## src/rtl/traffic_source_arbiter.sv

```systemverilog
`timescale 1ns/1ps
// traffic_source_arbiter
// Fixed-priority one-hot source select for the traffic-light state mux.
// A newly granted source is held for MIN_DWELL cycles; a normal switch
// passes through CLEAR_CYCLES cycles of the reset-pattern source. A reset
// pattern request preempts everything, including an in-progress clearance.
module traffic_source_arbiter #(
    parameter int unsigned MIN_DWELL    = 8,
    parameter int unsigned CLEAR_CYCLES = 3,
    parameter int unsigned CW           = 8
) (
    input  logic       clk,
    input  logic       rst,
    input  logic [5:0] req,
    output logic [5:0] enb,
    output logic       busy,
    output logic       grant_chg
);

    localparam logic [5:0]    SRC_RESET  = 6'b000010;
    localparam logic [CW-1:0] DWELL_LAST = CW'(MIN_DWELL - 1);
    localparam logic [CW-1:0] CLEAR_LAST = CW'(CLEAR_CYCLES - 1);
    localparam logic [CW-1:0] CNT_ONE    = CW'(1);

    typedef enum logic [1:0] {
        ST_DWELL = 2'd0,
        ST_READY = 2'd1,
        ST_CLEAR = 2'd2
    } state_t;

    state_t        state_q, state_d;
    logic [CW-1:0] cnt_q, cnt_d;
    logic [5:0]    tgt_q, tgt_d;
    logic [5:0]    enb_q, enb_d;
    logic          busy_q, busy_d;
    logic          grant_chg_q, grant_chg_d;

    logic [5:0]    winner;
    logic          has_winner;
    logic          preempt;
    logic          switch_req;
    logic          clear_done;

    // Priority encode: reset pattern > online > mode1 > mode2 > mode3 > mode4.
    always_comb begin
        winner = '0;
        if (req[1]) begin
            winner = 6'b000010;
        end else if (req[0]) begin
            winner = 6'b000001;
        end else if (req[5]) begin
            winner = 6'b100000;
        end else if (req[4]) begin
            winner = 6'b010000;
        end else if (req[3]) begin
            winner = 6'b001000;
        end else if (req[2]) begin
            winner = 6'b000100;
        end
    end

    assign has_winner = |req;

    // A reset-pattern request only acts if it would change something:
    // either a non-reset source is shown or a clearance is in progress.
    assign preempt    = req[1] && ((enb_q != SRC_RESET) || (state_q == ST_CLEAR));
    assign switch_req = (state_q == ST_READY) && has_winner && (winner != enb_q);
    assign clear_done = (state_q == ST_CLEAR) && (cnt_q == CLEAR_LAST);

    // State register: all flops, asynchronous active-high reset.
    always_ff @(posedge clk or posedge rst) begin
        if (rst) begin
            state_q     <= ST_DWELL;
            cnt_q       <= '0;
            tgt_q       <= SRC_RESET;
            enb_q       <= SRC_RESET;
            busy_q      <= 1'b0;
            grant_chg_q <= 1'b0;
        end else begin
            state_q     <= state_d;
            cnt_q       <= cnt_d;
            tgt_q       <= tgt_d;
            enb_q       <= enb_d;
            busy_q      <= busy_d;
            grant_chg_q <= grant_chg_d;
        end
    end

    // Next-state logic: preemption first, then dwell / ready / clear sequencing.
    always_comb begin
        state_d = state_q;
        cnt_d   = cnt_q;
        tgt_d   = tgt_q;
        if (preempt) begin
            state_d = ST_DWELL;
            cnt_d   = '0;
        end else begin
            case (state_q)
                ST_DWELL: begin
                    if (cnt_q == DWELL_LAST) begin
                        state_d = ST_READY;
                        cnt_d   = '0;
                    end else begin
                        cnt_d = cnt_q + CNT_ONE;
                    end
                end
                ST_READY: begin
                    if (switch_req) begin
                        tgt_d   = winner;
                        cnt_d   = '0;
                        state_d = ST_CLEAR;
                    end
                end
                ST_CLEAR: begin
                    if (clear_done) begin
                        cnt_d   = '0;
                        state_d = ST_DWELL;
                    end else begin
                        cnt_d = cnt_q + CNT_ONE;
                    end
                end
                default: begin
                    state_d = ST_DWELL;
                    cnt_d   = '0;
                end
            endcase
        end
    end

    // Output logic: registered select, busy flag and one-cycle change pulse.
    // The pulse also fires on CLEAR entry from the reset pattern and on a
    // preemption abort from CLEAR, where the select value itself is unchanged.
    always_comb begin
        enb_d       = enb_q;
        busy_d      = busy_q;
        grant_chg_d = 1'b0;
        if (preempt) begin
            enb_d       = SRC_RESET;
            busy_d      = 1'b0;
            grant_chg_d = 1'b1;
        end else if (switch_req) begin
            enb_d       = SRC_RESET;
            busy_d      = 1'b1;
            grant_chg_d = 1'b1;
        end else if (clear_done) begin
            enb_d       = tgt_q;
            busy_d      = 1'b0;
            grant_chg_d = 1'b1;
        end
    end

    assign enb       = enb_q;
    assign busy      = busy_q;
    assign grant_chg = grant_chg_q;

endmodule

```

## config.mk

```make
export PLATFORM = sky130hd
export DESIGN_NAME = traffic_source_arbiter
export DESIGN_NICKNAME = d
export VERILOG_FILES = /design/src/rtl/traffic_source_arbiter.sv
export SDC_FILE = /design/constraint.sdc
export NUM_CORES = 1
export LEC_CHECK = 0
export CAP_MARGIN = 20
export CORE_UTILIZATION = 57
export DETAILED_ROUTE_END_ITERATION = 6
export HOLD_SLACK_MARGIN = 0.15
export PLACE_DENSITY = 0.81
export RECOVER_POWER = 25
export SKIP_CTS_REPAIR_TIMING = 1
export SYNTH_ARGS = -nofsm -noshare
export SYNTH_HDL_FRONTEND = slang
export SYNTH_SLANG_ARGS = --single-unit
```

## constraint.sdc

```tcl
create_clock -name clk -period 6 [get_ports clk]
set_input_delay 0.6 -clock clk [delete_from_list [all_inputs] [get_ports clk]]
set_output_delay 0.6 -clock clk [all_outputs]
set_load 0.1 [all_outputs]
```

* Word level (Yosys, flattened, before mapping)
Index checks and enable logic that the tools add are counted.
** Storage, ports and cells
- Register bits :: 24
- Input port bits :: 8
** Operators by class
- $add $sub $neg :: 1
- Equality and inequality tests :: 9
- Mux-type cells :: 25
- Bitwise operators :: 1
- Reduce and logical (&&, ||, !) cells :: 10
** Operators by type and width (number)
- $mux W6 :: 6
- $mux W8 :: 4
- $pmux W8 S3 :: 1
- $ne A3 B3 Y1 const B :: 3
- $add A8 B1 Y8 const B :: 1
- $eq A8 B2 Y1 const B :: 1
- $eq A8 B3 Y1 const B :: 1
- $mux W2 :: 4
- $mux W1 :: 6
- $ne A6 B2 Y1 const B :: 1
- $ne A6 B6 Y1 :: 1
- $pmux W2 S3 :: 1
- $reduce_and A3 Y1 :: 2
- $reduce_or A6 Y1 :: 1
- $mux W5 :: 1
- $logic_and A1 B1 Y1 :: 4
- $mux W4 :: 1
- $mux W3 :: 1
- $reduce_bool A3 Y1 :: 1
- $eq A2 B1 Y1 const B :: 1
- $eq A2 B2 Y1 const B :: 1
- $logic_not A2 Y1 :: 1
- $logic_or A1 B1 Y1 :: 1
- $not A1 Y1 :: 1

* Depth between registers and ports, before layout
Gate-level depths: netlist of the first run.
- Depth in word-level cells :: 11
- Mapped depth :: 9
- Gate-level depth less buffers :: 8

* Worst setup path before layout of the first run
OpenSTA, ideal clock, no wires.
- Path kind :: register to register
- Start point :: register enb_q[5] (netlist: enb[5])
- End point :: register tgt_q[4]
- Setup time :: 0.125 ns
- Arrival :: 2.711 ns
- Data required time :: 5.875 ns
- Setup slack :: 3.164 ns
- Cell stages (with the launch flop) :: 8
- Buffers on the path :: 1
- Path through :: dfrtp_1 -> or4bb_1 -> a311oi_1 -> a31oi_1 -> o31ai_4 -> or2_1 -> buf_6 -> mux2_4
** Between the ends
- Longest elaborated chain between the ends :: 5
- Elaborated cells between the ends (all ways) :: 7
** RTL lines
- start: declaration :: line 34 : logic [5:0] enb_q, enb_d;
- start signal: assignment :: line 83 : enb_q <= enb_d;
- $ne A6 B2 Y1 :: line 66 : assign preempt = req[1] && ((enb_q != SRC_RESET) || (state_q == ST_CLEAR));
- $logic_or A1 B1 Y1 :: line 66
- $logic_and A1 B1 Y1 :: line 66
- $not A1 Y1 (no source line)
- $reduce_and A3 Y1 (no source line) (*)
- end signal: assignment :: line 82 : tgt_q <= tgt_d;
- end: declaration :: line 33 : logic [5:0] tgt_q, tgt_d;
Every way passes the cells marked *; elsewhere a longest branch is shown, timed or not.
A chain may end at the register's enable or synchronous reset.

* Worst setup path in the final report of the first run
- Start point :: input req[1]
- End point :: register tgt_q[4]
** Between the ends
- Longest elaborated chain between the ends :: 4
- Elaborated cells between the ends (all ways) :: 8
** RTL lines
- start: declaration :: line 14 : input logic [5:0] req,
- $mux W6 or $reduce_or A6 Y1 (tied branches) :: line 47, 62
- $ne A6 B6 Y1 or $logic_and A1 B1 Y1 (tied branches) :: line 67 : assign switch_req = (state_q == ST_READY) && has_winner && (winner != enb_q);
- $logic_and A1 B1 Y1 :: line 67
- $reduce_and A3 Y1 (no source line)
Several ways; a longest one is shown, not always the timed one.

==> out/results.tsv, run 1 <==
metric	value	unit
# rows	17	
Via density	5.880	
ant diodes	0	
TNS Setup	0	ns
CTS HTree Levels	1	
die area	2547	µm²
CTS Sinks	24	
WL/cell	15.38	µm
first-pass GRT wire length	4574	µm
max-cap check violation count	0	
Clock Skew	0.005442	ns
PwrDens	454.9	nW/µm²
CTS tree	done	
IO Port Bufs	15	
post-synthesis sequential area ratio	0.4505	
crit path from	req[1]	
final worst path period share	0.4876	
Die W	50.47	µm
Max rail drop VDD	275.8	µV
final setup fails	0	
Die Ht	50.47	µm
P_leak	0.7195	nW
nets@finish	158	
Mapped Cells	133	
count of different cell masters after synthesis	41	
non-filler cells, final	175	
Area growth, synth to finish	15.14	%
Hold Crit Start	tgt_q[0]	
RSZ-0062 raised after global routing	no	
sequential group share of total power	0.364	
crit start category	input port	
antenna-violating nets left	0	
Post-synth EDFFs	0	
Synth Net Count	143	
Max Clk Rate	341.8	MHz
Root Buffer	clkbuf_4	
IO Pins	16	
Tmin final	2.925	ns
Final Hold Fails	0	
Initial Util	0.6052	
vias in the first global route	1009	
CP Class	input port to register	
worst hold-check path type	register to register	
Netlist Area Pre-Place	1339	µm²
CP Capture Type	register	
Sw Share	0.4440	
Worst Path Required	6.23	ns
final WL	2691	µm
Overflow after GRT	0	
Synth async-reset ratio	1.000	
Cells after DPL	171	
largest net degree at the start of global routing	25	
Pwr Total	0.7013	mW
Worst-path clk slew	0.13	ns
critical path arrival	3.15	ns
worst-skew pair later-pin latency	0.32	ns
core area	2212	µm²
Synth Area per Inst	10.07	µm²
Rel. slew slack	0.3529	
prevailing post-synth register cell	dfrtp_1	
Finished Core Util	0.6968	
DRT Pass-1 Iters	4	
Int Power	0.3899	mW
net load switching power	0.3113	mW
clk buf depth	2	
R2R Path Start	enb[5]	
Slew Viols, Final	0	
Gate power share	0.467	
TritonCTS Buffers	3	
RD Place Congestion	0.8247	
gr usage total	0.2487	
initial antenna violation count	0	
Clock power frac	0.169	
DP Wirelength	1968	µm
Worst-Margin Slew	0.9676	ns
CP Max Fanout	11	
vias after detailed routing	1029	
status	completed	
DRC	0	
hold_ws	0.5143	ns
Initial DRC Count	16	
ratio of cells with drive above 1 in the final layout	0.08163	
Yosys reg bits	24	
Synth warnings	0	
-- state kept, by name, summed over array words and instances, names as in the netlist --
name / count
tgt_q: 6
state_q: 2
enb: 6
grant_chg: 1
busy: 1
cnt_q: 8
-- worst paths after layout --
check,to,slack (ns),cells past startpoint
max in group asynchronous,cnt_q[7],4.57,2
worst min register to register,tgt_q[0],0.51,1
worst max-delay path,tgt_q[4],3.07,7
min in group asynchronous,enb[2],0.88,2
worst max register to register,tgt_q[4],3.45,6
worst min-delay path,tgt_q[0],0.51,1
-- kinds of logic after synthesis --
family                   Yosys count  share of synthesized area
AND/OR/NAND/NOR                   62                     0.2654
AO/OA/AOI/OAI                     24                     0.1411
flip-flops                        24                     0.4505
buffers and inverters             10                    0.04018
multiplexers                       9                    0.07103
XOR/XNOR                           2                    0.01309
adder cells (fa/ha/maj)            2                    0.01869
-- synth_stat cells (3+ instances only) --
master | number | area, µm²
dfrtp_1 | 22 | 550.5
nor2_1 | 16 | 60.06
mux2i_1 | 8 | 80.08
nand2_1 | 8 | 30.03
a211o_1 | 5 | 43.79
and3_1 | 5 | 31.28
inv_1 | 5 | 18.77
nand2b_1 | 5 | 31.28
a21o_1 | 4 | 30.03
a21oi_1 | 4 | 20.02
nand3b_1 | 4 | 30.03
nor3_1 | 4 | 20.02
nand3_1 | 3 | 15.01
nor3b_1 | 3 | 22.52
-- power groups by stage --
stage | Combinational [mW] | Sequential (mW) | Clock [mW]
global route | 0.359 | 0.261 | 0.125
finish | 0.327 | 0.256 | 0.118
detailed placement | 0.328 | 0.257 | 0
global placement | 0.321 | 0.254 | 0
CTS | 0.329 | 0.254 | 0.119
floorplan | 0.183 | 0.332 | 0
-- per-layer routing --
metal,global-route usage,routed length [µm]
met5,0,0
met4,0.1574,114
met3,0.03939,77
met2,0.4289,1342
met1,0.2846,1157
-- area by class of cell --
class,count,area (µm²)
multi-input cells,99,681.9
flip-flops and latches,24,603.1
repair buffers,15,150.1
clock buffers,3,22.52
well taps,28,35.03
clock inverters,1,30.03
fillers,171,670.6
inverters,5,18.77
-- cell usage in the layout (no fill, tap or decap), types with 2 or more instances in the layout --
master            n
a211o_1           5
a211oi_1          2
a21o_1            4
a21oi_1           4
and2_1            2
and3_1            5
clkbuf_4          3
clkdlybuf4s50_1  14
dfrtp_1          22
dfstp_2           2
ha_1              2
inv_1             5
mux2i_1           8
nand2_1           8
nand2b_1          5
nand3_1           3
nand3b_1          4
nor2_1           16
nor2b_1           2
nor3_1            4
nor3b_1           3
o2bb2ai_1         2
or2_1             2
or4_1             2
xnor2_1           2
-- metrics by stage --
stage	setup WS [ns]	area [µm²]
global route	2.916	1541
detailed placement	2.744	1489
floorplan	3.164	1339
finish	3.075	1541
global placement	2.889	1489
CTS	3.108	1541
-- worst max-delay path, cell delays in order --
cell,delay [ns]
clkdlybuf4s50_1,0.61
nor4_2,0.48
nand3b_1,0.21
xnor2_1,0.22
o31ai_4,0.37
or2_1,0.33
mux2_4,0.33
Power figures use the tool's default switching activity.
==> run 2, diff against run 1 <==
--- a/config.mk
+++ b/config.mk
@@ -6,10 +6,10 @@
 export NUM_CORES = 1
 export LEC_CHECK = 0
 export CAP_MARGIN = 20
-export CORE_UTILIZATION = 57
+export CORE_UTILIZATION = 49
 export DETAILED_ROUTE_END_ITERATION = 6
 export HOLD_SLACK_MARGIN = 0.15
-export PLACE_DENSITY = 0.81
+export PLACE_DENSITY = 0.74
 export RECOVER_POWER = 25
 export SKIP_CTS_REPAIR_TIMING = 1
 export SYNTH_ARGS = -nofsm -noshare
==> constraint.sdc (replaced) <==
create_clock -name clk -period 2.4 [get_ports clk]
set_input_delay 0.24 -clock clk [delete_from_list [all_inputs] [get_ports clk]]
set_output_delay 0.24 -clock clk [all_outputs]
set_load 0.1 [all_outputs]
==> out/results.tsv, run 2 (synthesis results as in run 1) <==
metric	value	unit	change
Rel. slew slack	0.5875		+0.2346
max-cap check violation count	0		unchanged
crit start category	register		
Pwr Total	1.821	mW	+160%
Tmin final	2.233	ns	
ratio of cells with drive above 1 in the final layout	0.2331		+0.1515
worst hold-check path type	input port to async pin		
core area	2522	µm²	+14%
CP Capture Type	register		
Initial DRC Count	7		-9
most frequent cells in the layout	buf_4 (24), dfrtp_1 (20), nor2_1 (16)		
Overflow after GRT	0		unchanged
Most flops, register	cnt_q		
CP cell instances	or4bb_1 -> a311oi_1 -> a31oi_1 -> o31ai_4 -> or2_1 -> mux2_4		
initial antenna violation count	0		unchanged
vias in the first global route	1025		+1.6%
largest net degree at the start of global routing	17		-32%
Finished Core Util	0.6548		-0.04207
Worst Path Required	2.63	ns	-3.60 ns
WL/cell	13.71	µm	-11%
most common cell after layout, fill and taps aside	buf_4		
gr usage total	0.2053		-0.04344
max reg flops	8		unchanged
r2r worst-path depth	6		unchanged
RSZ-0062 raised after global routing	no		
CTS HTree Levels	1		unchanged
IO Port Bufs	15		unchanged
RD Place Congestion	0.7922		-3.9%
family with the most delay on the worst path	simple AND/OR/NAND/NOR gates		
Final Hold Fails	0		unchanged
non-filler cells, final	193		+10%
Max Clk Rate	447.8	MHz	
DP Wirelength	2014	µm	+2.4%
P_leak	0.8053	nW	+12%
Worst R2R Setup Slack	0.17	ns	-3.28 ns
nets@finish	174		+10%
Die Ht	54.27	µm	+7.5%
Worst-path clk slew	0.14	ns	about the same
Area growth, synth to finish	23.36	%	
first-pass GRT wire length	4340	µm	-5.1%
DRC	0		unchanged
clk buf depth	2		unchanged
hold_ws	0.4046	ns	-0.1097 ns
final setup fails	0		unchanged
Buf/Inv on CP	0		-1
CP Class	register to register		
status	completed		
# rows	18		+1
Max rail drop VDD	827.8	µV	+200%
Clock Skew	0.009283	ns	+0.003841 ns
die area	2945	µm²	+16%
crit-path max cell delay	0.52	ns	-0.09 ns
final worst path period share	0.9305		
Worst-Margin Slew	0.6181	ns	-0.3495 ns
Root Buffer	clkbuf_4		
DRT Pass-1 Iters	4		unchanged
worst reg2reg path endpoint	tgt_q[4]		
TritonCTS Buffers	3		unchanged
critical path arrival	2.46	ns	-0.69 ns
R2R Path Start	enb[0]		
PwrDens	1103	nW/µm²	+140%
IO Pins	16		unchanged
Via density	5.596		-4.8%
CP max-delay cell	dfrtp_4		
worst-skew pair later-pin latency	0.32	ns	about the same
CTS tree	done		
CP Max Fanout	6		-5
CTS Sinks	24		unchanged
final WL	2646	µm	-1.7%
Cells after DPL	189		+11%
Initial Util	0.5308		-0.07445
Slew Viols, Final	0		unchanged
vias after detailed routing	1080		+5.0%
Die W	54.27	µm	+7.5%
antenna-violating nets left	0		unchanged
ant diodes	0		unchanged
[run 2: per-stage QoR]
stage	instance area, µm²	TNS (ns)	setup slack [ns]
after CTS	1652	0	0.1477
after detailed placement	1599	-0.8722	-0.1220
after global placement	1599	-0.006627	-0.006627
after global routing	1652	0	0.006378
after floorplan	1346	-0.04228	-0.04228
final	1652	0	0.1667
[run 2: metal layers]
layer  vias to the layer above  global-route usage  share of wire
li1                        532                   -              -
met1                       525              0.2569           0.45
met2                        19              0.3496           0.51
met3                         4             0.02500          0.022
met4                         0             0.09402          0.015
met5                         -                   0              0
[run 2: power breakdown]
part	leakage (nW)	switching, mW	internal [mW]
logic	0.465	0.547	0.336
registers	0.313	0.114	0.526
clock network	0.0279	0.129	0.169
[run 2: layout make-up]
| cell class | count | area (µm²) |
|---|---|---|
| clock buffer | 3 | 22.52 |
| fill | 213 | 870.8 |
| sequential | 24 | 610.6 |
| tap | 30 | 37.54 |
| multi-input combinational | 99 | 681.9 |
| clock inverter | 1 | 30.03 |
| timing repair buffer | 31 | 250.2 |
| inverter | 5 | 18.77 |
[run 2: how the worst max path moves through the flow]
stage / endpoint / slack (ns) / start / cells after the start
floorplan: tgt_q[4] / -0.04 / enb[0] / 7
global placement: tgt_q[4] / -0.007 / req[0] / 7
detailed placement: tgt_q[4] / -0.12 / req[0] / 7
CTS: tgt_q[4] / 0.15 / enb[0] / 6
global route: cnt_q[6] / 0.006 / cnt_q[4] / 6
finish: tgt_q[4] / 0.17 / enb[0] / 6
==> run 3, diff against run 2 <==
--- a/config.mk
+++ b/config.mk
@@ -9,7 +9,7 @@
 export CORE_UTILIZATION = 49
 export DETAILED_ROUTE_END_ITERATION = 6
 export HOLD_SLACK_MARGIN = 0.15
-export PLACE_DENSITY = 0.74
+export PLACE_DENSITY = 0.79
 export RECOVER_POWER = 25
 export SKIP_CTS_REPAIR_TIMING = 1
 export SYNTH_ARGS = -nofsm -noshare
==> out/results.tsv, run 3 (synthesis results as in run 1) <==
metric	value	unit	change
nets@finish	173		-0.57%
Sw Share	0.4334		about the same
Worst Setup Slack, final	0.1605	ns	-0.006188 ns
Area growth, synth to finish	22.52	%	
# rows	18		unchanged
non-filler cells, final	192		-0.52%
crit start category	register		
area of the multi-input gates	681.9	µm²	unchanged
largest net degree at the start of global routing	15		-2
CTS Sinks	24		unchanged
TNS Setup	0	ns	unchanged
Worst-path clk slew	0.14	ns	about the same
first-pass GRT wire length	4291	µm	-1.1%
max-cap check violation count	0		unchanged
clk buf depth	2		unchanged
register area	610.6	µm²	unchanged
final WL	2767	µm	+4.6%
RSZ-0062 raised after global routing	no		
Max Clk Rate	446.5	MHz	-0.28%
ratio of cells with drive above 1 in the final layout	0.2222		-0.01091
IO Pins	16		unchanged
Die W	54.27	µm	unchanged
vias in the first global route	971		-5.3%
Rel. slew slack	0.5107		-0.07680
Most flops, register	cnt_q		
# fillers	214		+0.47%
worst hold-check path type	input port to async pin		
Root Buffer	clkbuf_4		
Worst Path Required	2.62	ns	about the same
Post-Layout Inst Area	1640	µm²	-0.68%
die area	2945	µm²	unchanged
antenna-violating nets left	0		unchanged
pre-CTS setup slack	-0.1344	ns	-0.01244 ns
WL/cell	14.41	µm	+5.1%
Tmin final	2.239	ns	+0.006188 ns
Gate power share	0.492		+0.007
Via density	5.620		+0.43%
initial antenna violation count	0		unchanged
Max rail drop VDD	745.9	µV	-9.9%
CP Capture Type	register		
ant diodes	0		unchanged
Clock Skew	0.01176	ns	+0.002474 ns
Die Ht	54.27	µm	unchanged
Overflow after GRT	0		unchanged
DRT Pass-1 Iters	4		unchanged
Final Hold Fails	0		unchanged
DP Wirelength	2165	µm	+7.5%
gr usage total	0.2067		+0.001451
sequential group share of total power	0.350		-0.002
TritonCTS Buffers	3		unchanged
Slew Viols, Final	0		unchanged
CTS HTree Levels	1		unchanged
Initial Util	0.5308		unchanged
P_leak	0.7974	nW	-0.98%
core area	2522	µm²	unchanged
final setup fails	0		unchanged
Worst-Margin Slew	0.7340	ns	+0.1159 ns
most frequent cells in the layout	buf_4 (22), dfrtp_1 (20), nor2_1 (16)		
Post-DP Area	1592	µm²	-0.47%
RD Place Congestion	0.7698		-2.8%
max reg flops	8		unchanged
Finished Core Util	0.6503		-0.004464
IO Port Bufs	15		unchanged
most common cell after layout, fill and taps aside	buf_4		
CP Max Fanout	6		unchanged
Pwr Total	1.829	mW	+0.43%
critical path arrival	2.46	ns	about the same
DRC	0		unchanged
PwrDens	1115	nW/µm²	+1.1%
Clock power frac	0.158		-0.005
CP Class	register to register		
vias after detailed routing	1079		-0.093%
hold_ws	0.3240	ns	-0.08066 ns
final worst path period share	0.9331		+0.002578
Cells after DPL	188		-0.53%
net load switching power	0.7928	mW	+0.42%
status	completed		
Initial DRC Count	19		+12
worst-skew pair later-pin latency	0.32	ns	about the same
Int Power	1.037	mW	+0.45%
CTS tree	done		
run 3: worst max-delay path, stage by stage (launching register included):
cell and delay (ns):
dfrtp_4 0.52, or4bb_1 0.49, a311oi_1 0.28, a31oi_1 0.11, o31ai_4 0.24, or2_1 0.21
mux2_4 0.31
run 3: layout make-up:
class	count	share of cell area
clock buffers	3	0.01373
clock inverters	1	0.01831
inverters	5	0.01144
multi-input cells	99	0.4157
flip-flops and latches	24	0.3722
well taps	30	0.02288
repair buffers	30	0.1457
run 3: worst paths after layout:
path	slack, ns	cells after the start	to	from
setup / recovery	0.16	6	tgt_q[4]	enb[0]
hold / removal	0.32	2	enb[2]	rst
setup reg to reg	0.16	6	tgt_q[4]	enb[0]
hold reg to reg	0.50	1	tgt_q[0]	tgt_q[0]
max in group asynchronous	1.09	3	state_q[1]	rst
min in group clk	0.50	1	tgt_q[0]	tgt_q[0]
run 3: power by group through the flow:
stage	registers, mW	logic (mW)	clock network (mW)
2_1_floorplan	0.834	0.456	0
3_3_place_gp	0.637	0.874	0
3_5_place_dp	0.647	0.908	0
4_1_cts	0.639	0.911	0.298
5_1_grt	0.660	0.972	0.310
6_report	0.640	0.900	0.289
run 3: layer usage:
| layer | share of wire | global-route usage | vias up | wire length [µm] |
|---|---|---|---|---|
| met1 | 0.44 | 0.2642 | 530 | 1209 |
| met3 | 0.014 | 0.03333 | 4 | 39 |
| met5 | 0 | 0 | - | 0 |
| met4 | 0.0090 | 0.06410 | 0 | 25 |
| li1 | - | - | 534 | - |
| met2 | 0.54 | 0.3557 | 11 | 1492 |
